$ cat config.mk
export PLATFORM = sky130hd
export DESIGN_NAME = writeback_stage
export DESIGN_NICKNAME = d
export VERILOG_FILES = /design/src/rtl/writeback_stage_pkg.sv /design/src/rtl/writeback_stage_load.sv /design/src/rtl/writeback_stage.sv
export SDC_FILE = /design/constraint.sdc
export NUM_CORES = 1
export LEC_CHECK = 0
export CORE_ASPECT_RATIO = 1.25
export CORE_MARGIN = 5
export CORE_UTILIZATION = 58
export CTS_CLUSTER_DIAMETER = 60
export CTS_CLUSTER_SIZE = 8
export DETAILED_ROUTE_END_ITERATION = 7
export DONT_BUFFER_PORTS = 1
export GPL_TIMING_DRIVEN = 0
export PLACE_DENSITY = 0.73
export SLEW_MARGIN = 20
export SYNTH_ARGS = -nofsm -noshare
export SYNTH_HDL_FRONTEND = slang
export SYNTH_SLANG_ARGS = --single-unit
$ cat constraint.sdc
create_clock -name clk -period 1.9 [get_ports clk]
set_input_delay 0.38 -clock clk [delete_from_list [all_inputs] [get_ports clk]]
set_output_delay 0.38 -clock clk [all_outputs]
set_load 0.01 [all_outputs]
$ cat src/rtl/writeback_stage_pkg.sv
// Shared encodings for the writeback stage: result-source select, load funct3 values
// and FSM states.
package writeback_stage_pkg;

    typedef enum logic [1:0] {
        WB_NONE = 2'b00,
        WB_ALU  = 2'b01,
        WB_MEM  = 2'b10,
        WB_PC4  = 2'b11
    } wb_sel_e;

    localparam logic [2:0] F3_LB  = 3'b000;
    localparam logic [2:0] F3_LH  = 3'b001;
    localparam logic [2:0] F3_LW  = 3'b010;
    localparam logic [2:0] F3_LBU = 3'b100;
    localparam logic [2:0] F3_LHU = 3'b101;

    typedef enum logic {
        ST_IDLE     = 1'b0,
        ST_WAIT_MEM = 1'b1
    } wb_state_e;

endpackage

$ cat src/rtl/writeback_stage_load.sv
// Combinational load extraction: picks the byte or halfword lane out of the aligned
// word, then sign/zero-extends it; flags misaligned or unknown load types.
module load_extend
    import writeback_stage_pkg::*;
#(
    parameter int XLEN = 32
) (
    input  logic [2:0]      funct3,
    input  logic [1:0]      addr_lo,
    input  logic [XLEN-1:0] rdata,
    output logic [XLEN-1:0] data_o,
    output logic            misalign_o
);

    logic [7:0]  byte_sel;
    logic [15:0] half_sel;

    assign byte_sel = rdata[{addr_lo, 3'b000} +: 8];
    assign half_sel = rdata[{addr_lo[1], 4'b0000} +: 16];

    always_comb begin
        data_o     = '0;
        misalign_o = 1'b0;
        case (funct3)
            F3_LB:  data_o = {{(XLEN-8){byte_sel[7]}}, byte_sel};
            F3_LBU: data_o = {{(XLEN-8){1'b0}}, byte_sel};
            F3_LH: begin
                data_o     = {{(XLEN-16){half_sel[15]}}, half_sel};
                misalign_o = addr_lo[0];
            end
            F3_LHU: begin
                data_o     = {{(XLEN-16){1'b0}}, half_sel};
                misalign_o = addr_lo[0];
            end
            F3_LW: begin
                data_o     = rdata;
                misalign_o = (addr_lo != 2'b00);
            end
            default: misalign_o = 1'b1;
        endcase
    end

endmodule

$ cat src/rtl/writeback_stage.sv
// Writeback stage: accepts retiring instructions, selects the result source, waits for
// load data when needed and drives a registered register-file write port.
module writeback_stage
    import writeback_stage_pkg::*;
#(
    parameter int XLEN       = 32,
    parameter int REG_ADDR_W = 5,
    parameter int CNT_W      = 32
) (
    input  logic                  clk,
    input  logic                  rst,
    input  logic                  in_valid,
    output logic                  in_ready,
    input  logic [REG_ADDR_W-1:0] in_rd,
    input  logic [1:0]            in_wb_sel,
    input  logic [XLEN-1:0]       in_alu_result,
    input  logic [XLEN-1:0]       in_pc,
    input  logic [2:0]            in_funct3,
    input  logic [1:0]            in_addr_lo,
    input  logic                  mem_rvalid,
    input  logic [XLEN-1:0]       mem_rdata,
    output logic                  wen,
    output logic [REG_ADDR_W-1:0] waddr,
    output logic [XLEN-1:0]       wdata,
    output logic                  misalign_err,
    output logic [CNT_W-1:0]      retire_count
);

    wb_state_e             state_q;
    logic [REG_ADDR_W-1:0] rd_q;
    logic [2:0]            funct3_q;
    logic [1:0]            addr_lo_q;
    logic                  wen_q;
    logic [REG_ADDR_W-1:0] waddr_q;
    logic [XLEN-1:0]       wdata_q;
    logic                  err_q;
    logic [CNT_W-1:0]      cnt_q;

    logic                  accept;
    logic [XLEN-1:0]       wdata_d;
    logic [XLEN-1:0]       ld_data;
    logic                  ld_misalign;

    // Ready is gated by rst so nothing can be accepted in the reset cycle itself.
    assign in_ready = !rst && (state_q == ST_IDLE);
    assign accept   = in_valid && in_ready;

    assign wdata_d = (in_wb_sel == WB_PC4) ? in_pc + XLEN'(4) : in_alu_result;

    load_extend #(.XLEN(XLEN)) u_load_extend (
        .funct3     (funct3_q),
        .addr_lo    (addr_lo_q),
        .rdata      (mem_rdata),
        .data_o     (ld_data),
        .misalign_o (ld_misalign)
    );

    always_ff @(posedge clk) begin
        if (rst) begin
            state_q   <= ST_IDLE;
            rd_q      <= '0;
            funct3_q  <= '0;
            addr_lo_q <= '0;
            wen_q     <= 1'b0;
            waddr_q   <= '0;
            wdata_q   <= '0;
            err_q     <= 1'b0;
            cnt_q     <= '0;
        end else begin
            wen_q <= 1'b0;
            err_q <= 1'b0;
            case (state_q)
                ST_IDLE: begin
                    if (accept) begin
                        rd_q      <= in_rd;
                        funct3_q  <= in_funct3;
                        addr_lo_q <= in_addr_lo;
                        if (in_wb_sel == WB_MEM) begin
                            state_q <= ST_WAIT_MEM;
                        end else begin
                            waddr_q <= in_rd;
                            wdata_q <= wdata_d;
                            wen_q   <= (in_wb_sel != WB_NONE) && (in_rd != '0);
                            cnt_q   <= cnt_q + 1'b1;
                        end
                    end
                end
                ST_WAIT_MEM: begin
                    if (mem_rvalid) begin
                        state_q <= ST_IDLE;
                        waddr_q <= rd_q;
                        wdata_q <= ld_data;
                        wen_q   <= !ld_misalign && (rd_q != '0);
                        err_q   <= ld_misalign;
                        cnt_q   <= cnt_q + 1'b1;
                    end
                end
                default: state_q <= ST_IDLE;
            endcase
        end
    end

    assign wen          = wen_q;
    assign waddr        = waddr_q;
    assign wdata        = wdata_q;
    assign misalign_err = err_q;
    assign retire_count = cnt_q;

endmodule

# Yosys cells after proc, flatten, opt, wreduce, memory -nomap -nowiden

Cells that the tools add are included.

Flip-flop bits (word level): 82
Latch bits: 0
Bits in writable memories: 0
ROM bits: 0
Input bits: 112
Output and inout bits: 72
Logic and storage cells: 63
Memories: 0

$add $sub $neg: 2
Multipliers: 0
Div/mod/pow operators: 0
$lt $le $gt $ge: 0
Equal/unequal tests: 9
Shift operators: 2
Multiplexer cells: 23
Bitwise operators: 2
Reductions and logical operators: 16

Operators with widths:

| kind                  | count |
|---|---|
| $mux 32               | 7 |
| $pmux 32 s5           | 1 |
| $pmux 32 s2           | 2 |
| $add 32x1->32 const B | 1 |
| $add 32x3->32 const B | 1 |
| $shiftx 32x6->16      | 1 |
| $shiftx 32x6->8       | 1 |
| $mux 5                | 3 |
| $pmux 5 s2            | 1 |
| $reduce_bool 5->1     | 2 |
| $eq 3x3->1 const B    | 2 |
| $mux 1                | 6 |
| $ne 2x2->1 const B    | 3 |
| $eq 2x2->1 const B    | 2 |
| $logic_and 1x1->1     | 4 |
| $pmux 1 s2            | 2 |
| $reduce_bool 2->1     | 2 |
| $reduce_or 2->1       | 2 |
| $eq 3x1->1 const B    | 1 |
| $eq 3x2->1 const B    | 1 |
| $logic_not 3->1       | 1 |
| $pmux 1 s3            | 1 |
| $reduce_and 3->1      | 1 |
| $reduce_or 3->1       | 1 |
| other kinds (3)       | 5 |

# Longest topological paths before layout

Gate-level depths: netlist (run 1).

Word-level depth: 7
Depth in mapped cells: 8

# By module

From an unflattened synthesis (run 1), not the netlist that was laid out.

Cells, all modules: 679
Area total of the unflattened synthesis: 5,401.4 um^2

By module, submodules not included:

| module          | instances | cells each | area each (um^2) | seq. area each (um^2) |
|---|---|---|---|---|
| writeback_stage | 1         | 571        | 4,501.8          | 1,641.6 |
| load_extend     | 1         | 108        | 899.6            | 0.0 |

# Worst setup path before layout (run 1)

OpenSTA, ideal clock, no wires.

Path type: register to register
Start point: register cnt_q[7] (netlist: retire_count[7])
End point: register cnt_q[31] (netlist: retire_count[31])
Library setup time: 121 ps
Arrival time: 1,971 ps
Slack: -192 ps
Cell stages (with the launch flop): 7
Path buffers: 1
Path through: dfxtp_1 > and4_1 > nand4_2 > or3_1 > buf_2 > nor4_1 > mux2_2

Longest elaborated chain between the ends: 4
Elaborated cells on any way between the ends: 5
Those cells by class: 1 x add/sub; 4 x mux

Ends and longest elaborated chain:

| element                  | line                                         | RTL |
|---|---|---|
| start: declaration       | writeback_stage.sv:37                        | `logic [CNT_W-1:0] cnt_q;` |
| start signal: assignment | writeback_stage.sv:84                        | `cnt_q <= cnt_q + 1'b1;` |
| start signal: assignment | writeback_stage.sv:95                        | `cnt_q <= cnt_q + 1'b1;` |
| $add 32x1->32 *          | writeback_stage.sv:84, writeback_stage.sv:95 |  |
| $mux 32                  | writeback_stage.sv:78                        | `if (in_wb_sel == WB_MEM) begin` |
| $mux 32                  | writeback_stage.sv:74                        | `if (accept) begin` |
| $pmux 32 s2 *            | writeback_stage.sv:72                        | `case (state_q)` |

Mark *: on every way between the ends. The rest lies on a longest branch, timed or not. The select of a mux whose other input is x is not followed.
A chain may end at the register's enable or synchronous reset.

# Worst setup path after layout (run 1)

Start point: register state_q
End point: register cnt_q[14] (netlist: retire_count[14])

Longest elaborated chain between the ends: 5
Elaborated cells on any way between the ends: 8
Those cells by class: 3 x eq/ne; 1 x mux; 1 x bitwise; 3 x reduce/logical

Ends and longest elaborated chain:

| element                    | line                  | RTL |
|---|---|---|
| start: declaration         | writeback_stage.sv:29 | `wb_state_e state_q;` |
| start signal: assignment   | writeback_stage.sv:60 | `state_q <= ST_IDLE;` |
| start signal: assignment   | writeback_stage.sv:79 | `state_q <= ST_WAIT_MEM;` |
| start signal: assignment   | writeback_stage.sv:90 | `state_q <= ST_IDLE;` |
| $not 1->1 (no line)        | -                     |  |
| $logic_and 1x1->1          | writeback_stage.sv:45 | `assign in_ready = !rst && (state_q == ST_IDLE);` |
| $logic_and 1x1->1          | writeback_stage.sv:46 | `assign accept = in_valid && in_ready;` |
| $ne 2x2->1 (no line)       | -                     |  |
| $reduce_and 3->1 (no line) | -                     |  |

Parallel ways exist; a longest one is shown, timed or not.

==> results.yml, run 1 <==
die:
  core_area_um2: 8750
  placementRows: 38
  die_area_um2: 11000
  die-width_um: 95.0
  ioPinCount: 184
  die_y_um: 116
  start_util: 0.599
critical_path:
  critPathKind: "flip-flop to flip-flop"
  r2r_setup_slack_ns: -0.06
  start_kind: "flip-flop"
  end_kind: "flip-flop"
  crit_fanout: 10
  crit_required_ns: 2.18
  arrival_ns: 2.25
clock_network:
  cts.clk_slew.worst_paths_ns: 0.09
  ctsHoldBuffers: 0
  cts_sinks: 82
  cts.path.max_buffers: 2
  numCtsBuffers: 9
  clockRootBuffer: "clkbuf_8"
  cts_max_level: 3
  cts_tree: "yes"
  clk_latency_ns: 0.36
logic_synthesis:
  yosysSeqAreaShare: 0.313
  ys_types: 64
  async_reset_ff_frac: 0
  ys_warn_count: 0
  yosys_register_bits: 82
  avgSynthCellArea_um2: 7.51
  synth_enable_flop_cells: 0
  synth_fp_nets: 812
  syn_inst: 698
  syn_area_um2: 5240
  ys.flop_type: "dfxtp_1"
sta:
  fin_skew_ns: 0.00903
  worst_pin_slew_ns: 0.849
  fin_crit_sh: 1.03
  rsz0062_at_grt: "yes"
  slew_headroom: 0.429
  period_needed_ns: 1.96
  hold_viol: 0
  max_freq_mhz: 509
  worst_slack_ns: -0.0632
  finalSetupViolations: 2
  setup_tns_ns: -0.0925
  slew_violations: 0
layout:
  nNetsFinal: 841
  design_area_um2: 6160
  fill_cells: 744
  layout_common_cells: "nor2_1 (89), nand2_1 (60), dfxtp_1 (56), o21ai_0 (53), a21oi_1 (31)"
  layout_commonest_cell: "nor2_1"
  area_growth_pct: 17.5
  final_cells: 854
  multi_input_area_um2: 3660
  register_area_um2: 1710
  drive_gt1_frac: 0.193
run_status:
  outcome: "finished with violations"
  violations: "setup timing"
global_routing:
  grt_max_degree: 14
  antenna_found_initial: 1
  grt_usage: 0.360
  first_global_vias: 5668
  grt_overflow: 0
  grt_pass1_wl_um: 30400
drt:
  ant_nets: 0
  dr.pass1.iters: 5
  wl_per_cell_um: 24.1
  routed_wl_um: 20600
  drc: 0
  vias: 5859
  drtIter0Drc: 515
  viasPerCell: 6.86
placed_design:
  place_area_um2: 5450
  preCtsSetupSlack_ns: -0.518
  placedCellCount: 818
  place_hpwl_um: 15400
  place_congestion: 0.992
  port-buffer-count: 0
power_and_ir_drop:
  power_density_nw_per_um2: 641
  leakage_uw: 0.00209
  peakVddDrop_v: 0.000391
worst_hold_path:
  hold_class: "input port to flip-flop"
run:
  maxCapViolCount: 0
-- state kept, by name (all words and copies together), names as in the netlist --
register,count
addr_lo_q,2
misalign_err,1
funct3_q,3
retire_count,32
waddr,5
wen,1
state_q,1
wdata,32
rd_q,5
-- metal layers --
layer | share of wire | global-route usage | wire (um) | vias up
met5 | 0 | 0 | 0 | -
met4 | 0.052 | 0.189 | 1060 | 0
met3 | 0.13 | 0.149 | 2620 | 85
met2 | 0.48 | 0.619 | 9910 | 363
met1 | 0.34 | 0.374 | 6970 | 2758
li1 | - | - | - | 2653
-- area by class of cell --
class                      instances  share of cell area
timing repair buffer              24              0.0288
buffer                            43              0.0335
multi-input combinational        551               0.595
clock buffer                      10              0.0207
antenna                            2            0.000813
clock inverter                     6             0.00935
inverter                          16             0.00975
tap                              120              0.0244
sequential                        82               0.278
-- power by group --
| part | internal (uW) | switching [uW] | total, uW |
|---|---|---|---|
| Sequential | 1790 | 112 | 1900 |
| Combinational | 319 | 470 | 788 |
| Clock | 600 | 661 | 1260 |
| Total | 2700 | 1240 | 3950 |
-- path summary, 6_finish.rpt --
check,from,to,depth (start not counted)
setup / recovery,state_q,retire_count[14],7
hold / removal,in_addr_lo[0],addr_lo_q[0],2
setup reg to reg,state_q,retire_count[14],7
hold reg to reg,rd_q[2],rd_q[2],2
-- logic make-up (layout without fill, tap and decap cells) --
logic type | after synthesis | in the layout | share of synthesized area
mux | 17 | 17 | 0.0358
simple gates | 302 | 302 | 0.299
buf+inv | 65 | 99 | 0.0473
xor+xnor | 23 | 23 | 0.0384
compound gates | 207 | 207 | 0.261
other cells | 0 | 2 | 0
flops | 82 | 82 | 0.313
fa+ha+maj | 2 | 2 | 0.00477
-- cells in the mapped netlist (7+ instances only) --
cell type | instances | area share
a211oi_1 | 24 | 0.034
o2bb2ai_1 | 7 | 0.012
a311oi_1 | 9 | 0.015
inv_1 | 16 | 0.011
xor2_1 | 9 | 0.015
nand3_1 | 21 | 0.020
nor3_1 | 10 | 0.0096
a211o_1 | 11 | 0.018
dfxtp_1 | 82 | 0.31
a21oi_1 | 38 | 0.036
nor2b_1 | 8 | 0.0096
a31oi_1 | 7 | 0.0084
xnor2_1 | 14 | 0.023
and2_1 | 10 | 0.012
nand2_1 | 60 | 0.043
o21ai_0 | 61 | 0.058
clkbuf_1 | 41 | 0.029
nor4_1 | 16 | 0.019
o31ai_1 | 13 | 0.019
or4_1 | 15 | 0.021
or3_1 | 13 | 0.016
mux2i_1 | 12 | 0.023
nand2b_1 | 14 | 0.017
nor2_1 | 89 | 0.064
nand4_1 | 19 | 0.023
and4_1 | 7 | 0.012
-- critical path, stage by stage (launching register included) --
cell and delay, ns:
dfxtp_4 0.40, nor3b_4 0.26, buf_4 0.16, a22o_4 0.20
nand4_1 0.11, buf_4 0.18, or3_1 0.37, a21oi_1 0.20
-- through the flow --
step | util | hold WS (ns) | power (uW)
detailed placement | 0.623 | 0.489 | 2600
finish | 0.704 | 0.129 | 3950
global route | 0.704 | 0.139 | 4070
global placement | 0.623 | 0.473 | 2590
CTS | 0.681 | 0.120 | 3880
floorplan | - | 0.456 | 2410
-- repair_timing --
| action | CTS | global route |
|---|---|---|
| cloned | 0 | 1 |
| buffers inserted | 15 | 8 |
| pin swaps | 14 | 25 |
| resized for setup | 64 | 71 |
| endpoints found under the setup margin | 63 | 60 |
(Power assumes the default switching activity.)
==> run 2, diff against run 1 <==
Settings changed: CTS_CLUSTER_DIAMETER 60 to 200.
==> results of run 2 <==
The final DEF is identical to that of run 1; final timing and power are the same.
==> run 3, diff against run 2 <==
Settings changed: ABC_CLOCK_PERIOD_IN_PS set to 1900.
==> results of run 3 <==
The final DEF is identical to that of run 1; final timing and power are the same.
